**config.mk**
```make
export PLATFORM = sky130hd
export DESIGN_NAME = apb_requester
export DESIGN_NICKNAME = d
export VERILOG_FILES = /design/src/rtl/apb_requester.sv
export SDC_FILE = /design/constraint.sdc
export NUM_CORES = 1
export LEC_CHECK = 0
export ABC_AREA = 1
export BUFFER_PORTS_ARGS = -buffer_cell sky130_fd_sc_hd__buf_2
export CORE_AREA = 2 2 128 130
export DETAILED_ROUTE_END_ITERATION = 8
export DIE_AREA = 0 0 130 132
export PLACE_DENSITY = 0.69
export SLEW_MARGIN = 20
export SYNTH_ARGS = -nofsm -noshare
export SYNTH_HDL_FRONTEND = slang
export SYNTH_SLANG_ARGS = --single-unit
```
**constraint.sdc**
```tcl
create_clock -name clk -period 1.7 [get_ports clk]
set_input_delay 0.51 -clock clk [delete_from_list [all_inputs] [get_ports clk]]
set_output_delay 0.51 -clock clk [all_outputs]
set_load 0.01 [all_outputs]
```
**src/rtl/apb_requester.sv**
```systemverilog
// APB4 requester: turns a valid/ready command stream into single APB transfers
// with address decode, alignment check, access timeout and a status-tagged response.
module apb_requester #(
   parameter int ADDR_WIDTH     = 32,
   parameter int DATA_WIDTH     = 32,
   parameter int NUM_SLAVES     = 4,
   parameter int SLAVE_SHIFT    = 12,
   parameter int TIMEOUT_CYCLES = 16
) (
   input  logic                             clk,
   input  logic                             reset,
   input  logic                             cmd_valid,
   output logic                             cmd_ready,
   input  logic                             cmd_write,
   input  logic [ADDR_WIDTH-1:0]            cmd_addr,
   input  logic [DATA_WIDTH-1:0]            cmd_wdata,
   input  logic [DATA_WIDTH/8-1:0]          cmd_strb,
   input  logic [2:0]                       cmd_prot,
   output logic                             rsp_valid,
   input  logic                             rsp_ready,
   output logic [DATA_WIDTH-1:0]            rsp_rdata,
   output logic [1:0]                       rsp_status,
   output logic [NUM_SLAVES-1:0]            psel,
   output logic                             penable,
   output logic [ADDR_WIDTH-1:0]            paddr,
   output logic                             pwrite,
   output logic [DATA_WIDTH-1:0]            pwdata,
   output logic [DATA_WIDTH/8-1:0]          pstrb,
   output logic [2:0]                       pprot,
   input  logic [NUM_SLAVES*DATA_WIDTH-1:0] prdata,
   input  logic [NUM_SLAVES-1:0]            pready,
   input  logic [NUM_SLAVES-1:0]            pslverr
);

   localparam int STRB_WIDTH = DATA_WIDTH / 8;
   localparam int ALIGN_BITS = $clog2(STRB_WIDTH);
   localparam int IDX_W      = (NUM_SLAVES > 1) ? $clog2(NUM_SLAVES) : 1;
   localparam int CNT_W      = $clog2(TIMEOUT_CYCLES + 1);
   localparam logic [ADDR_WIDTH-1:0] ALIGN_MASK = ADDR_WIDTH'((1 << ALIGN_BITS) - 1);

   localparam logic [1:0] ST_OK      = 2'b00;
   localparam logic [1:0] ST_SLVERR  = 2'b01;
   localparam logic [1:0] ST_DECERR  = 2'b10;
   localparam logic [1:0] ST_TIMEOUT = 2'b11;

   typedef enum logic [1:0] {IDLE, SETUP, ACCESS, RESP} state_t;

   state_t                  state_q, state_d;
   logic [IDX_W-1:0]        idx_q, idx_d;
   logic [ADDR_WIDTH-1:0]   addr_q, addr_d;
   logic                    write_q, write_d;
   logic [DATA_WIDTH-1:0]   wdata_q, wdata_d;
   logic [STRB_WIDTH-1:0]   strb_q, strb_d;
   logic [2:0]              prot_q, prot_d;
   logic [CNT_W-1:0]        cnt_q, cnt_d;
   logic [DATA_WIDTH-1:0]   rdata_q, rdata_d;
   logic [1:0]              status_q, status_d;

   logic                    sel_ready;
   logic                    sel_err;
   logic [DATA_WIDTH-1:0]   sel_rdata;
   logic                    dec_miss;
   logic                    misalign;

   // Only the latched slave's response lines matter; strays from others are ignored.
   always_comb begin
      sel_ready = 1'b0;
      sel_err   = 1'b0;
      sel_rdata = '0;
      for (int i = 0; i < NUM_SLAVES; i++) begin
         if (idx_q == IDX_W'(i)) begin
            sel_ready = pready[i];
            sel_err   = pslverr[i];
            sel_rdata = prdata[i*DATA_WIDTH +: DATA_WIDTH];
         end
      end
   end

   assign dec_miss = (cmd_addr >> SLAVE_SHIFT) >= ADDR_WIDTH'(NUM_SLAVES);
   assign misalign = (cmd_addr & ALIGN_MASK) != '0;

   always_comb begin
      state_d  = state_q;
      idx_d    = idx_q;
      addr_d   = addr_q;
      write_d  = write_q;
      wdata_d  = wdata_q;
      strb_d   = strb_q;
      prot_d   = prot_q;
      cnt_d    = cnt_q;
      rdata_d  = rdata_q;
      status_d = status_q;
      case (state_q)
         IDLE: begin
            if (cmd_valid) begin
               if (dec_miss || misalign) begin
                  state_d  = RESP;
                  status_d = ST_DECERR;
                  rdata_d  = '0;
               end else begin
                  state_d = SETUP;
                  idx_d   = IDX_W'(cmd_addr >> SLAVE_SHIFT);
                  addr_d  = cmd_addr;
                  write_d = cmd_write;
                  wdata_d = cmd_write ? cmd_wdata : '0;
                  strb_d  = cmd_write ? cmd_strb : '0;
                  prot_d  = cmd_prot;
                  cnt_d   = '0;
               end
            end
         end
         SETUP: begin
            state_d = ACCESS;
            cnt_d   = '0;
         end
         ACCESS: begin
            // A ready in the last permitted cycle wins over the timeout.
            if (sel_ready) begin
               state_d  = RESP;
               status_d = sel_err ? ST_SLVERR : ST_OK;
               rdata_d  = (!write_q && !sel_err) ? sel_rdata : '0;
            end else begin
               cnt_d = cnt_q + CNT_W'(1);
               if (cnt_q == CNT_W'(TIMEOUT_CYCLES - 1)) begin
                  state_d  = RESP;
                  status_d = ST_TIMEOUT;
                  rdata_d  = '0;
               end
            end
         end
         RESP: begin
            if (rsp_ready) begin
               state_d  = IDLE;
               rdata_d  = '0;
               status_d = ST_OK;
            end
         end
         default: state_d = IDLE;
      endcase
   end

   always_ff @(posedge clk) begin
      if (reset) begin
         state_q  <= IDLE;
         idx_q    <= '0;
         addr_q   <= '0;
         write_q  <= 1'b0;
         wdata_q  <= '0;
         strb_q   <= '0;
         prot_q   <= '0;
         cnt_q    <= '0;
         rdata_q  <= '0;
         status_q <= ST_OK;
      end else begin
         state_q  <= state_d;
         idx_q    <= idx_d;
         addr_q   <= addr_d;
         write_q  <= write_d;
         wdata_q  <= wdata_d;
         strb_q   <= strb_d;
         prot_q   <= prot_d;
         cnt_q    <= cnt_d;
         rdata_q  <= rdata_d;
         status_q <= status_d;
      end
   end

   genvar gi;
   generate
      for (gi = 0; gi < NUM_SLAVES; gi++) begin : g_psel
         assign psel[gi] = ((state_q == SETUP) || (state_q == ACCESS)) && (idx_q == IDX_W'(gi));
      end
   endgenerate

   assign cmd_ready  = (state_q == IDLE);
   assign rsp_valid  = (state_q == RESP);
   assign rsp_rdata  = rdata_q;
   assign rsp_status = status_q;
   assign penable    = (state_q == ACCESS);
   assign paddr      = addr_q;
   assign pwrite     = write_q;
   assign pwdata     = wdata_q;
   assign pstrb      = strb_q;
   assign pprot      = prot_q;

endmodule

```
* After elaboration in Yosys (flattened, before gate mapping)
Cells that the tools add are included.
** Cells by class
- Order comparisons :: 1
- $add $sub $neg :: 1
- Bitwise operators :: 1
- Eq/ne operators :: 13
- Reduce and logical (&&, ||, !) cells :: 18
- Multiplexer cells :: 36
** Operators by type and width (number)
- $mux W32 :: 11
- $pmux W32 S3 :: 1
- $reduce_bool A32 Y1 :: 1
- $ge A20 B3 Y1 const B :: 1
- $mux W2 :: 8
- $mux W5 :: 3
- $pmux W5 S3 :: 1
- $mux W1 :: 9
- $eq A2 B2 Y1 const B :: 4
- $pmux W2 S4 :: 1
- $ne A2 B2 Y1 const B :: 3
- $pmux W2 S3 :: 1
- $reduce_and A3 Y1 :: 2
- $reduce_bool A3 Y1 :: 2
- $add A5 B1 Y5 const B :: 1
- $eq A5 B4 Y1 const B :: 1
- $logic_and A1 B1 Y1 :: 5
- $reduce_and A5 Y1 :: 1
- $eq A2 B1 Y1 const B :: 2
- $logic_not A2 Y1 :: 2
- $mux W4 :: 1
- $ne A2 B1 Y1 const B :: 2
- $reduce_and A4 Y1 :: 1
- $ne A3 B1 Y1 const B :: 1
- other kinds (3) :: 5
** Word-level totals
- Flip-flop bits (word level) :: 115
- Bits of input ports :: 212
- Output and inout bits :: 113
- Logic and storage cells :: 80

* Depth between registers and ports, before layout
- Depth after elaboration :: 10
- Mapped depth :: 12
- Gate-level depth less buffers :: 11

* Least setup slack after synthesis
No wires, ideal clock.
- Path type :: in2reg
- Start :: in cmd_addr[16]
- End :: reg addr_q[11] (netlist: paddr[11])
- Required time :: 1.584 ns
- Stages :: 9
- Setup time :: 0.116 ns
- Buffers on the path :: 1
- Setup slack :: -0.002 ns
- Data arrival time :: 1.586 ns
- Path through :: nor2_1 -> nand2_1 -> nor2_1 -> nand3_1 -> nor2_2 -> nand2_2 -> clkbuf_1 -> o21ai_0 -> nor2_1
** Between the ends
- Word-level cells in the longest chain between the ends :: 4
** Ends and longest elaborated chain
- start, declared :: RTL line 15 : input logic [ADDR_WIDTH-1:0] cmd_addr,
- $ge A20 B3 Y1 :: RTL line 79 : assign dec_miss = (cmd_addr >> SLAVE_SHIFT) >= ADDR_WIDTH'(NUM_SLAVES);
- $logic_or A1 B1 Y1 :: RTL line 96 : if (dec_miss || misalign) begin
- $not A1 Y1 (no line)
- $reduce_and A3 Y1 (no line)
- end signal, assigned :: RTL line 157 : addr_q <= addr_d;
- end, declared :: RTL line 50 : logic [ADDR_WIDTH-1:0] addr_q, addr_d;
No other way between the ends.
A chain may end at the register's enable or synchronous reset.

* Final worst setup path
- Start :: reg state_q[1]
- End :: out penable
** Between the ends
- Word-level cells in the longest chain between the ends :: 1
** Ends and longest elaborated chain
- start, declared :: RTL line 48 : state_t state_q, state_d;
- start signal, assigned :: RTL line 155 : state_q <= state_d;
- $eq A2 B2 Y1 :: RTL line 179 : assign penable = (state_q == ACCESS);
- end, declared :: RTL line 24 : output logic penable,
No other way between the ends.

==> impl_metrics.toml <==
[run_status]
outcome = "finished, violations left"
violations = "negative setup slack"

[timing]
hold_viol = 0
rsz0062_at_grt = "true"
maxSlewHeadroom = 0.7385
fmax_mhz = 527.8
fin_ws_ns = -0.1947
worst_pin_slew_ns = 0.3881
min_period_ns = 1.895
setup_viol = 28
period_share = 1.115
clock_skew_ns = 0.007990
slew_viol_final = 0

[die]
chipHeight_um = 132
initial_core_util = 0.3499
rows = 46
dieArea_mm2 = 0.01716
die_w_um = 130
top_level_ports = 325
core-area_mm2 = 0.01571

[route]
routed.top_layer = "met5"
vias = 6913
met2_length_um = 10900
wire_per_inst_um = 14.76
drt_iter0_markers = 265
wl_met3_um = 1777
drc_errors = 0
avgViaCountPerCell = 4.797
antenna_left = 0
m1WireLength_um = 8109
firstDrtPassIters = 4
wl_um = 21270

[hold_path]
hp-class = "in -> reg"

[critical_path]
crit_path_end_kind = "output pin"
cp_max_fo = 4
critical_path_class = "reg -> out"
critPathArrivalTime_ns = 1.38
start_kind = "flop"
crit_required_ns = 1.19

[logic_synthesis]
ys_top_cells_by_area = "dfxtp_1, nor2_1, nand2_1, nand3_1, a21oi_1"
async_reset_ff_frac = 0
synth_commonest_cells = "nor2_1, nand2_1, dfxtp_1"
synth_nets = 1041
netlist_area_mm2 = 0.005498
synth_edf_count = 0
yosysMostFrequentCell = "nor2_1"
synthCells = 823
ys_warn_count = 0
synth_top_area_cell = "dfxtp_1"
yosysUniqueCellTypes = 36
syn_avg_cell_area_um2 = 6.680
synth_flop_cell = "dfxtp_1"
synth_top_area_frac = 0.4115
ys_seq_elements = 113
synth-seq-area-share = 0.4115

[power]
swShare = 0.3695
irDropWorstVdd_uv = 559.4
power.leakage_uw = 0.004404
net-switching-power_uw = 4422
p_int_uw = 7545
seq_power_share = 0.276
clockPowerShare = 0.270
p_per_area_mw_per_mm2 = 1259
comb_power_share = 0.454

[place]
placement.cell_area_mm2 = 0.007661
routabilityCongestion = 0.8372
port_buffers = 324
pre_cts_slack_ns = -0.2909
dp_hpwl_um = 14840
dp.cells = 1363

[cts]
hold_buffers = 0
cts_tree = "yes"
clk_path_buf_depth = 2
clock_sinks = 113
clockRootBuffer = "clkbuf_16"
clk_latency_ns = 0.41
htree_levels = 4
clk_pin_slew_ns = 0.06
cts_made_buffers = 17

[run]
cap_viol_max_count = 0

[cells_and_area]
drive_gt1_frac = 0.4746
nNetsFinal = 1425
final_cell_count_no_fill = 1441
area_growth_pct = 72.89
final_area_mm2 = 0.009505
fin_util = 0.6050

[grt]
grt_pass1_vias = 6341
grt.overflow.total = 0
antenna_found_initial = 6
grt_pass1_wl_um = 30940
grt_max_degree = 48
track_usage = 0.2269
-- sequential cells by signal, indices dropped and copies added, names as in the netlist --
signal	count
pwrite	1
idx_q	1
paddr	31
pwdata	32
rsp_rdata	32
pprot	3
cnt_q	5
state_q	2
rsp_status	2
pstrb	4
-- timing repair --
action	CTS	global route
cloned	6	5
pin swaps	16	55
endpoints found under the setup margin	45	87
buffers inserted	17	17
gates resized for setup	53	151
-- layer usage --
metal  track usage  vias to the layer above
met1        0.2445                     3160
met2        0.4127                      285
met3       0.07062                       30
met5             0                        -
met4       0.07945                        2
li1              -                     3436
-- metrics by stage --
stage / TNS, ns / total power (uW) / hold WS [ns]
final: -1.648 / 11970 / 0.3449
after global routing: -4.915 / 12610 / 0.3470
after CTS: -2.017 / 11060 / 0.3357
after detailed placement: -14.89 / 6669 / 0.4230
after global placement: -10.32 / 6625 / 0.4209
after floorplan: 0 / 5368 / 0.4639
-- worst max-delay path, stage by stage, from the launching register on --
cell,delay [ns]
dfxtp_4,0.36
buf_4,0.15
ha_4,0.18
buf_4,0.15
buf_2,0.14
-- cell type report --
| cell class | instances | area, um2 |
|---|---|---|
| Antenna cell | 5 | 12.51 |
| Clock buffer | 17 | 425.4 |
| Clock inverter | 15 | 111.4 |
| Fill cell | 1427 | 6207 |
| Inverter | 47 | 210.2 |
| Multi-Input combinational cell | 614 | 3462 |
| Sequential cell | 113 | 2277 |
| Tap cell | 216 | 270.3 |
| Timing Repair Buffer | 414 | 2736 |
-- worst paths after layout --
| kind | from | endpoint | slack [ns] | depth (start not counted) |
|---|---|---|---|---|
| worst min-delay path | cmd_addr[2] | paddr[2]$_SDFFE_PP0P_ | 0.34 | 3 |
| worst max register to register | idx_q[0]$_SDFFE_PP0P_ | rsp_rdata[27]$_SDFFE_PP0P_ | -0.08 | 12 |
| worst max-delay path | state_q[1]$_SDFFE_PP0P_ | penable | -0.19 | 4 |
| worst min register to register | paddr[29]$_SDFFE_PP0P_ | paddr[29]$_SDFFE_PP0P_ | 0.43 | 2 |
-- layout by cell type (no fill, tap or decap), drive strengths merged --
cell type / instances
or2: 2
xor2: 1
o22ai: 1
nand3b: 1
clkinv: 10
ha: 6
nand3: 73
and2: 1
a21oi: 61
buf: 413
inv: 47
nor3b: 1
o221ai: 8
nor3: 2
diode: 5
nor2: 195
o21a: 1
dfxtp: 113
nand4: 5
clkinvlp: 5
o21ai: 59
o211ai: 8
clkbuf: 18
a22oi: 2
nand2: 187
-- cells by family (layout without fill, tap and decap cells) --
kind of cell / after synthesis / count (layout) / share of synthesized area
buffers and inverters: 99 / 493 / 0.08102
other: 0 / 5 / 0
AO/OA/AOI/OAI: 140 / 140 / 0.1381
flip-flops: 113 / 113 / 0.4115
adder cells (fa/ha/maj): 6 / 6 / 0.01365
XOR/XNOR: 1 / 1 / 0.001593
AND/OR/NAND/NOR: 464 / 467 / 0.3541
-- power groups by stage --
stage / Combinational (uW) / Sequential (uW) / Clock (uW)
2_1_floorplan: 1850 / 3520 / 0
3_3_place_gp: 3300 / 3330 / 0
5_1_grt: 5880 / 3340 / 3400
6_report: 5430 / 3300 / 3230
3_5_place_dp: 3330 / 3340 / 0
4_1_cts: 4480 / 3290 / 3300
No activity file was read; power rests on OpenSTA's default activity.
